`config.mk`:
```
export PLATFORM = sky130hd
export DESIGN_NAME = lsu_align
export DESIGN_NICKNAME = d
export VERILOG_FILES = /design/src/rtl/lsu_pkg.sv /design/src/rtl/lsu_lane_align.sv /design/src/rtl/lsu_align.sv
export SDC_FILE = /design/constraint.sdc
export NUM_CORES = 1
export LEC_CHECK = 0
export CORE_ASPECT_RATIO = 0.6
export CORE_MARGIN = 2
export CORE_UTILIZATION = 34
export DETAILED_ROUTE_END_ITERATION = 8
export HOLD_SLACK_MARGIN = 0.1
export MAX_ROUTING_LAYER = met4
export SYNTH_ARGS = -nofsm -noshare
export SYNTH_HDL_FRONTEND = slang
export SYNTH_SLANG_ARGS = --single-unit
```
`constraint.sdc`:
```
create_clock -name clk -period 7.3 [get_ports clk]
set_clock_uncertainty 0.05 [all_clocks]
set_input_delay 1.46 -clock clk [delete_from_list [all_inputs] [get_ports clk]]
set_output_delay 1.46 -clock clk [all_outputs]
set_load 0.05 [all_outputs]
```
`src/rtl/lsu_pkg.sv`:
```
// Shared constants, FSM state type and byte-lane helpers for the load/store alignment unit.
package lsu_pkg;

    localparam logic [2:0] F3_LB  = 3'b000;
    localparam logic [2:0] F3_LH  = 3'b001;
    localparam logic [2:0] F3_LW  = 3'b010;
    localparam logic [2:0] F3_LD  = 3'b011;
    localparam logic [2:0] F3_LBU = 3'b100;
    localparam logic [2:0] F3_LHU = 3'b101;
    localparam logic [2:0] F3_LWU = 3'b110;
    localparam logic [2:0] F3_SB  = 3'b000;
    localparam logic [2:0] F3_SH  = 3'b001;
    localparam logic [2:0] F3_SW  = 3'b010;
    localparam logic [2:0] F3_SD  = 3'b011;

    typedef enum logic [0:0] {
        IDLE   = 1'b0,
        SECOND = 1'b1
    } state_t;

    function automatic logic [3:0] size_of(input logic [2:0] funct3);
        logic [3:0] s;
        case (funct3[1:0])
            2'b00:   s = 4'd1;
            2'b01:   s = 4'd2;
            2'b10:   s = 4'd4;
            default: s = 4'd8;
        endcase
        return s;
    endfunction

    // Bits [7:0] cover the addressed doubleword, bits [15:8] the spill into the next one.
    function automatic logic [15:0] byte_mask(input logic [2:0] off, input logic [3:0] size);
        logic [15:0] ones;
        ones = (16'd1 << size) - 16'd1;
        return ones << off;
    endfunction

    function automatic logic [63:0] expand_mask(input logic [7:0] m);
        logic [63:0] e;
        for (int i = 0; i < 8; i++) begin
            e[8*i +: 8] = {8{m[i]}};
        end
        return e;
    endfunction

endpackage

```
`src/rtl/lsu_lane_align.sv`:
```
// Combinational byte-lane datapath: load extract/extend and store read-merge for either half of an access.
module lsu_lane_align
    import lsu_pkg::*;
(
    input  logic [63:0] rdata,
    input  logic [63:0] hold,
    input  logic [63:0] wdata,
    input  logic [2:0]  off,
    input  logic [2:0]  funct3,
    input  logic        second,
    output logic [63:0] shifted,
    output logic [63:0] load_data,
    output logic [63:0] merged
);

    logic [3:0]  rem_s;
    logic [6:0]  lo_sh_s;
    logic [6:0]  hi_sh_s;
    logic [15:0] mask_s;
    logic [63:0] lo_mask_s;
    logic [63:0] hi_mask_s;
    logic [63:0] raw_s;

    // Shift amounts, lane masks, raw load bytes and merged store word.
    always_comb begin
        rem_s     = 4'd8 - {1'b0, off};
        lo_sh_s   = {1'b0, off, 3'b000};
        hi_sh_s   = {rem_s, 3'b000};
        mask_s    = byte_mask(off, size_of(funct3));
        lo_mask_s = expand_mask(mask_s[7:0]);
        hi_mask_s = expand_mask(mask_s[15:8]);
        shifted   = rdata >> lo_sh_s;
        if (second) begin
            raw_s  = hold | (rdata << hi_sh_s);
            merged = (rdata & ~hi_mask_s) | ((wdata >> hi_sh_s) & hi_mask_s);
        end else begin
            raw_s  = shifted;
            merged = (rdata & ~lo_mask_s) | ((wdata << lo_sh_s) & lo_mask_s);
        end
    end

    // Truncate to access size and sign- or zero-extend.
    always_comb begin
        case (funct3)
            F3_LB:   load_data = {{56{raw_s[7]}}, raw_s[7:0]};
            F3_LH:   load_data = {{48{raw_s[15]}}, raw_s[15:0]};
            F3_LW:   load_data = {{32{raw_s[31]}}, raw_s[31:0]};
            F3_LD:   load_data = raw_s;
            F3_LBU:  load_data = {56'd0, raw_s[7:0]};
            F3_LHU:  load_data = {48'd0, raw_s[15:0]};
            F3_LWU:  load_data = {32'd0, raw_s[31:0]};
            default: load_data = raw_s;
        endcase
    end

endmodule

```
`src/rtl/lsu_align.sv`:
```
// RV64I load/store alignment unit: doubleword-aligned memory accesses, boundary-crossing accesses split over two cycles.
module lsu_align
    import lsu_pkg::*;
#(
    parameter int XLEN     = 64,
    parameter bit SPLIT_EN = 1'b1
) (
    input  logic            clk,
    input  logic            rst_n,
    input  logic            MemRead_M,
    input  logic            MemWrite_M,
    input  logic [2:0]      funct3_M,
    input  logic [XLEN-1:0] ALUResult_M,
    input  logic [XLEN-1:0] WriteData_M,
    input  logic [XLEN-1:0] mem_rdata,
    output logic [XLEN-1:0] mem_addr,
    output logic [XLEN-1:0] mem_wdata,
    output logic            mem_we,
    output logic [XLEN-1:0] LoadData_M,
    output logic            Stall_M,
    output logic            misalign_err
);

    state_t          state_r;
    logic [XLEN-1:0] req_addr_r;
    logic [XLEN-1:0] req_wdata_r;
    logic [XLEN-1:0] hold_r;
    logic [2:0]      req_f3_r;
    logic            req_store_r;

    logic            second_s;
    logic [XLEN-1:0] addr_s;
    logic [XLEN-1:0] wdata_s;
    logic [XLEN-1:0] base_s;
    logic [2:0]      f3_s;
    logic [3:0]      size_s;
    logic            cross_s;
    logic            req_s;
    logic            illegal_s;
    logic            blocked_s;
    logic            do_load_s;
    logic            do_store_s;
    logic            split_s;
    logic [XLEN-1:0] shifted_s;
    logic [XLEN-1:0] lane_load_s;
    logic [XLEN-1:0] merged_s;

    // In SECOND only the latched request drives the datapath.
    always_comb begin
        second_s = (state_r == SECOND);
        if (second_s) begin
            addr_s  = req_addr_r;
            wdata_s = req_wdata_r;
            f3_s    = req_f3_r;
        end else begin
            addr_s  = ALUResult_M;
            wdata_s = WriteData_M;
            f3_s    = funct3_M;
        end
        base_s  = {addr_s[XLEN-1:3], 3'b000};
        size_s  = size_of(f3_s);
        cross_s = ({1'b0, addr_s[2:0]} + size_s) > 4'd8;
    end

    // Request decode for a new access presented in IDLE.
    always_comb begin
        req_s     = MemRead_M | MemWrite_M;
        illegal_s = (MemRead_M & MemWrite_M)
                  | (MemRead_M & !(funct3_M inside {F3_LB, F3_LH, F3_LW, F3_LD, F3_LBU, F3_LHU, F3_LWU}))
                  | (MemWrite_M & !(funct3_M inside {F3_SB, F3_SH, F3_SW, F3_SD}));
        blocked_s  = illegal_s | (cross_s & !SPLIT_EN);
        do_load_s  = !second_s & MemRead_M & !blocked_s;
        do_store_s = !second_s & MemWrite_M & !blocked_s;
        split_s    = (do_load_s | do_store_s) & cross_s;
    end

    lsu_lane_align u_lane (
        .rdata     (mem_rdata),
        .hold      (hold_r),
        .wdata     (wdata_s),
        .off       (addr_s[2:0]),
        .funct3    (f3_s),
        .second    (second_s),
        .shifted   (shifted_s),
        .load_data (lane_load_s),
        .merged    (merged_s)
    );

    // Memory interface and pipeline handshake outputs, all forced quiet while rst_n is low.
    always_comb begin
        if (second_s) begin
            mem_addr = base_s + {{(XLEN-4){1'b0}}, 4'd8};
        end else begin
            mem_addr = base_s;
        end
        mem_wdata    = merged_s;
        mem_we       = rst_n & (do_store_s | (second_s & req_store_r));
        Stall_M      = rst_n & split_s;
        misalign_err = rst_n & !second_s & req_s & blocked_s;
        if (!rst_n) begin
            LoadData_M = '0;
        end else if (second_s & !req_store_r) begin
            LoadData_M = lane_load_s;
        end else if (do_load_s & !cross_s) begin
            LoadData_M = lane_load_s;
        end else begin
            LoadData_M = '0;
        end
    end

    // Split-access FSM with request latch and first-half load hold register.
    always_ff @(posedge clk) begin
        if (!rst_n) begin
            state_r     <= IDLE;
            req_addr_r  <= '0;
            req_wdata_r <= '0;
            req_f3_r    <= 3'd0;
            req_store_r <= 1'b0;
            hold_r      <= '0;
        end else begin
            case (state_r)
                IDLE: begin
                    if (split_s) begin
                        req_addr_r  <= ALUResult_M;
                        req_wdata_r <= WriteData_M;
                        req_f3_r    <= funct3_M;
                        req_store_r <= MemWrite_M;
                        hold_r      <= shifted_s;
                        state_r     <= SECOND;
                    end else begin
                        state_r     <= IDLE;
                    end
                end
                SECOND:  state_r <= IDLE;
                default: state_r <= IDLE;
            endcase
        end
    end

endmodule

```
### Yosys cells after proc, flatten, opt, wreduce, memory -nomap -nowiden

Cells that the tools add are included.

| cells by class | value |
|---|---|
| $mul | 0 |
| add/sub/neg operators | 4 |
| shifts and indexed selects | 6 |
| order comparisons | 1 |
| multiplexer cells | 13 |
| bitwise gates (word level) | 31 |
| reductions and logical operators | 12 |
| divide/modulo/power cells | 0 |
| equality and inequality tests | 13 |

Operator list:

| operator | count |
|---|---|
| $mux 64 | 8 |
| $pmux 64 s6 | 1 |
| $and 64x64->64 | 4 |
| $or 64x64->64 | 3 |
| $not 64->64 | 2 |
| $add 64x4->64 const B | 1 |
| $shl 64x6->64 | 1 |
| $shl 64x7->64 | 1 |
| $shr 64x6->64 | 1 |
| $shr 64x7->64 | 1 |
| $eq 3x3->1 const B | 6 |
| $and 1x1->1 | 16 |
| $shl 1x4->16 const A | 1 |
| $shl 16x3->16 | 1 |
| $sub 16x1->16 const B | 1 |
| $pmux 4 s3 | 1 |
| $eq 3x2->1 const B | 3 |
| $reduce_bool 7->1 | 1 |
| $eq 3x1->1 const B | 2 |
| $logic_not 1->1 | 6 |
| $logic_not 3->1 | 2 |
| $or 1x1->1 | 5 |
| $add 3x4->4 | 1 |
| $gt 4x4->1 const B | 1 |
| other kinds (10) | 10 |

| word-level totals | value |
|---|---|
| word-level logic and storage cells | 86 |
| ROM bits | 0 |
| input bits | 199 |
| bits in registers | 197 |
| output and inout bits | 195 |
| latch bits | 0 |
| memories | 0 |
| bits in writable memories | 0 |

### Logic depth before layout (Yosys ltp)

| depth | value |
|---|---|
| depth in word-level cells | 12 |
| depth in mapped cells | 19 |
| mapped depth without buffers | 11 |

### By module

Synthesis repeated with hierarchy kept, for this count alone.

| second synthesis, totals | value |
|---|---|
| cells, all modules | 2,842 |
| area, all modules | 22,158.8 µm² |

Modules (own cells, without submodules):

| module | area an instance (µm²) | cells an instance | sequential area each (µm²) | times used |
|---|---|---|---|---|
| lsu_align | 11,432.2 | 1,478 | 3,943.8 | 1 |
| lsu_lane_align | 10,726.5 | 1,364 | 0.0 | 1 |

### Worst setup path after synthesis

OpenSTA, ideal clock, no wires.

| timing path | value |
|---|---|
| path kind | input-to-output |
| from | input ALUResult_M[1] |
| to | output mem_wdata[3] |
| cell stages on the path | 14 |
| path buffers | 7 |
| setup slack | 0.109 ns |
| required time | 5.790 ns |
| data arrival time | 5.681 ns |
| cell sequence | mux2i_1 -> buf_2 -> buf_1 -> buf_1 -> clkbuf_1 -> ha_1 -> clkbuf_1 -> clkinv_1 -> clkbuf_1 -> clkbuf_1 -> nand2_1 -> nand3_1 -> o2111a_1 -> a311oi_1 |

| between the ends | value |
|---|---|
| cells in the longest elaborated chain, start to end | 6 |
| elaborated cells between the ends (all ways) | 14 |
| those cells by class | add/sub (1); shift (3); mux (2); bitwise (8) |

Ends and longest elaborated chain:

| item | line | RTL |
|---|---|---|
| from (decl) | lsu_align.sv:13 | `input logic [XLEN-1:0] ALUResult_M,` |
| $mux 64 * | lsu_align.sv:51 | `if (second_s) begin` |
| $sub 4x3->4 or $shl 16x3->16 (tied branches) | lsu_lane_align.sv:26, lsu_pkg.sv:36 |  |
| $shr 64x7->64, or another cell as far along | lsu_lane_align.sv:35 | `merged = (rdata & ~hi_mask_s) \| ((wdata >> hi_sh_s) & hi_mask_s);` |
| $and 64x64->64 (on tied branches) | lsu_lane_align.sv:35, lsu_lane_align.sv:38 |  |
| $or 64x64->64 (on tied branches) | lsu_lane_align.sv:35, lsu_lane_align.sv:38 |  |
| $mux 64 * | lsu_lane_align.sv:33 | `if (second) begin` |
| to (decl) | lsu_align.sv:17 | `output logic [XLEN-1:0] mem_wdata,` |

Every way passes the cells marked *; elsewhere a longest branch is shown, timed or not.

### Worst setup path after layout

| timing path | value |
|---|---|
| from | input ALUResult_M[1] |
| to | output LoadData_M[63] |

| between the ends | value |
|---|---|
| cells in the longest elaborated chain, start to end | 9 |
| elaborated cells between the ends (all ways) | 14 |
| those cells by class | add/sub (2); order compare (1); shift (2); mux (6); bitwise (2); reduce/logical (1) |

Ends and longest elaborated chain:

| item | line | RTL |
|---|---|---|
| $mux 64 * | lsu_align.sv:51 |  |
| $sub 4x3->4 | lsu_lane_align.sv:26 | `rem_s = 4'd8 - {1'b0, off};` |
| $shl 64x7->64 | lsu_lane_align.sv:34 | `raw_s = hold \| (rdata << hi_sh_s);` |
| $or 64x64->64 | lsu_lane_align.sv:34 |  |
| $mux 64 | lsu_lane_align.sv:33 |  |
| $pmux 64 s6 | lsu_lane_align.sv:44 | `case (funct3)` |
| $mux 64 | lsu_align.sv:104 | `end else if (do_load_s & !cross_s) begin` |
| $mux 64 * | lsu_align.sv:102 | `end else if (second_s & !req_store_r) begin` |
| $mux 64 * | lsu_align.sv:100 | `if (!rst_n) begin` |
| to (decl) | lsu_align.sv:19 | `output logic [XLEN-1:0] LoadData_M,` |

Marked as above.

==> qor.txt <==
status -> complete, no violations
Max Freq -> 145 MHz
Tcrit/Tclk final -> 94.2%
pwr dens -> 170 nW/um^2
routed vias/inst -> 6.34
global route total overflow -> 0
routed wl met2 -> 45,000 um
Multi-input gate area -> 16,500 um^2
Top delay family on crit path -> buffers and inverters
worst slew pin tran -> 1.24 ns
Row Count -> 71
instance count of the mapped netlist -> 3,056
sum of routed wire segments on met1 -> 45,000 um
dominant cell type by area after synthesis -> dfxtp_1
area fraction in compound gates after synthesis -> 28.8%
RSZ-0062 raised after global routing -> no
largest family of logic cells by synthesized area -> compound AO/OA/AOI/OAI gates
CTS hold repair buffers -> 0
Setup Crit Path Kind -> in -> out
largest net degree at the start of global routing -> 195
Critical Path, Cell by Cell -> clkdlybuf4s50_1 -> mux2i_4 -> buf_4 -> nor2_1 -> a32o_1 -> o21ai_0 -> a2bb2oi_4 -> buf_4 -> a221oi_1 -> buf_12
nets -> 3,488
register area share after synthesis -> 18.2%
post-synthesis adder-cell area fraction -> 0.543%
Post-DP HPWL -> 78,400 um
Clock transition at path regs -> 0.08 ns
global-route wire length before repair -> 158,000 um
vias post-DR -> 26,200
Hold Vio Cnt, Final -> 0
final setup fails -> 0
Synth Area in Simple Gates -> 27.9%
full die area -> 65,800 um^2
layout cells sized above 1 -> 12.5%
Syn Area/Cell -> 7.09 um^2
Setup crit end kind -> output port
Worst Path Buf+Inv -> 4
CTS tree -> yes
asr flop ratio synth -> 0%
CP Data Arrival Time -> 5.37 ns
post-synthesis cell type count -> 84
Worst Hold Depth -> 2
crit path max fanout -> 55
P&R area growth vs syn -> 29.1%
number of synthesized register bits -> 197
CTS root buf -> clkbuf_16
max cap viols -> 0
Starting Density -> 34.5%
routability cong. -> 1.04
Crit path largest cell delay -> 0.68 ns
Ys Warns -> 0
chip height -> 200 um
top post-synthesis cells by area -> dfxtp_1 18%, nand2_1 10%, mux2i_1 10%, a21boi_0 6.2%, a21oi_1 3.9%
initial antenna violation count -> 4
met3 wire len -> 14,200 um
I/O pin count -> 394
Die Span X -> 330 um
Worst VDD drop -> 0.172 mV
HP Class -> reg -> reg
H-tree levels -> 4
core area -> 62,800 um^2
Tmin final -> 6.88 ns
Crit path depth -> 10
top cells by count, synth -> 595 x nand2_1, 222 x mux2i_1, 197 x dfxtp_1
relative max-transition margin -> 16.9%
slowest CP cell -> buf_4
critical path launch point type -> input port
crit-path most repeated cell -> buf_4
CTS Buf Count -> 17
clock sink count -> 197
WL/cell -> 26.1 um
Post-Route WL -> 108,000 um
mapped cell area -> 21,700 um^2
first-pass detailed-route iteration total -> 7
max layer used -> met4
Leak -> 9.84 nW
Total Routing Usage GR -> 32.5%
IO buf count -> 390
Post-Synth XOR/XNOR Area -> 2.26%
vias in the first global route -> 23,800
number of synthesized flops with an enable pin -> 0
Finished Layout Cells -> 4,137
Post-DRT Antenna Nets -> 0
postcts setup bufs -> 0
Cells after DPL -> 4,101
post-synthesis mux area share -> 15.9%
Layout fillers -> 6,400
Skew-Pair Late Insertion Delay -> 0.50 ns
DRC -> 0
CP Data Required Time -> 5.79 ns
CTS resizes -> 0
Max Root-Sink Buffers -> 2
violation count after the first detailed-route iteration -> 3,725
top-area cell type share of the netlist area -> 18.2%
TNS Setup -> 0 ns
Reg area -> 3950 um^2
most numerous cell in the Yosys netlist -> nand2_1
Tot Pwr -> 0.00475 W
Synth Flop Type -> dfxtp_1
Slew Viols, Final -> 0
Reg2Reg Depth -> 11
area by class of cell:
| cell class | count | area share (%) |
|---|---|---|
| clock buffer | 21 | 1.68 |
| antenna | 4 | 0.0358 |
| timing repair buffer | 490 | 20.6 |
| tap | 839 | 3.75 |
| multi-input combinational | 2537 | 58.9 |
| inverter | 38 | 0.532 |
| sequential | 197 | 14.1 |
| clock inverter | 11 | 0.434 |
registers in the layout (all words and copies together), names as in the netlist:
register     cells
hold_r          64
req_addr_r      64
req_wdata_r     64
req_f3_r         3
req_store_r      1
second_s         1
path summary, 6_finish.rpt:
| kind | startpoint | end | slack (ns) |
|---|---|---|---|
| max reg2reg | second_s | req_addr_r[3] | 2.60 |
| min | hold_r[17] | hold_r[17] | 0.41 |
| min reg2reg | hold_r[17] | hold_r[17] | 0.41 |
| max | ALUResult_M[1] | LoadData_M[63] | 0.42 |
stage by stage:
stage	setup WS [ns]	util (%)	hold WS, ns	instance area [um^2]
2_1_floorplan	0.109	-	0.388	21700
3_3_place_gp	0.617	43.6	0.399	27400
3_5_place_dp	0.510	43.6	0.406	27400
4_1_cts	0.495	44.6	0.417	28000
5_1_grt	0.285	44.6	0.426	28000
6_report	0.422	44.6	0.414	28000
worst register-to-register path, cell delays in order (launching register included):
cell and delay (ns):
dfxtp_4 0.92, mux2i_4 0.66, buf_4 0.32, inv_6 0.21, ha_1 0.27, inv_1 0.07, fa_1 0.41, nand3b_1 0.20
nand3_4 0.67, buf_4 0.57, nor3_1 0.20, nor3b_1 0.07
power by group:
part | total (W) | internal [W] | switching (W)
clock | 0.00106 | 0.000534 | 0.000522
combinational | 0.00250 | 0.000913 | 0.00159
sequential | 0.00119 | 0.00113 | 0.0000616
total | 0.00475 | 0.00258 | 0.00217
per-layer routing:
layer | vias up | track usage (%)
met5 | - | -
met4 | 0 | 11.5
met3 | 268 | 9.60
met2 | 1803 | 45.9
met1 | 12400 | 43.7
li1 | 11700 | -
logic make-up after synthesis:
group,count (synthesis)
and+or+nand+nor,1283
AOI/OAI and AO/OA,889
buffers and inverters,324
muxes,297
DFF,197
xor gates and xnor gates,56
adders and majority gates,9
other,1
cells in the final DEF (no fill, tap or decap), types with 17 or more instances in the layout:
master / synthesis / routed
a211oi_1: 88 / 88
a21boi_0: 179 / 179
a21oi_1: 171 / 171
a221oi_1: 17 / 17
a22oi_1: 29 / 29
a31o_2: 20 / 20
a31oi_1: 49 / 48
and2_1: 27 / 27
and3_1: 28 / 27
buf_12: 0 / 115
buf_4: 6 / 117
clkbuf_16: 0 / 17
clkdlybuf4s50_1: 0 / 258
dfxtp_1: 197 / 195
inv_1: 32 / 31
mux2_2: 41 / 41
mux2i_1: 222 / 219
mux4_2: 34 / 34
nand2_1: 595 / 595
nand2b_1: 17 / 17
nand3_1: 148 / 147
nand3b_1: 65 / 65
nand4_1: 37 / 37
nor2_1: 186 / 185
nor3_1: 57 / 57
nor3b_1: 35 / 35
o211ai_1: 23 / 23
o21ai_0: 103 / 103
or3_1: 20 / 20
xnor2_1: 34 / 32
xor2_1: 22 / 22
(Power assumes the default switching activity.)
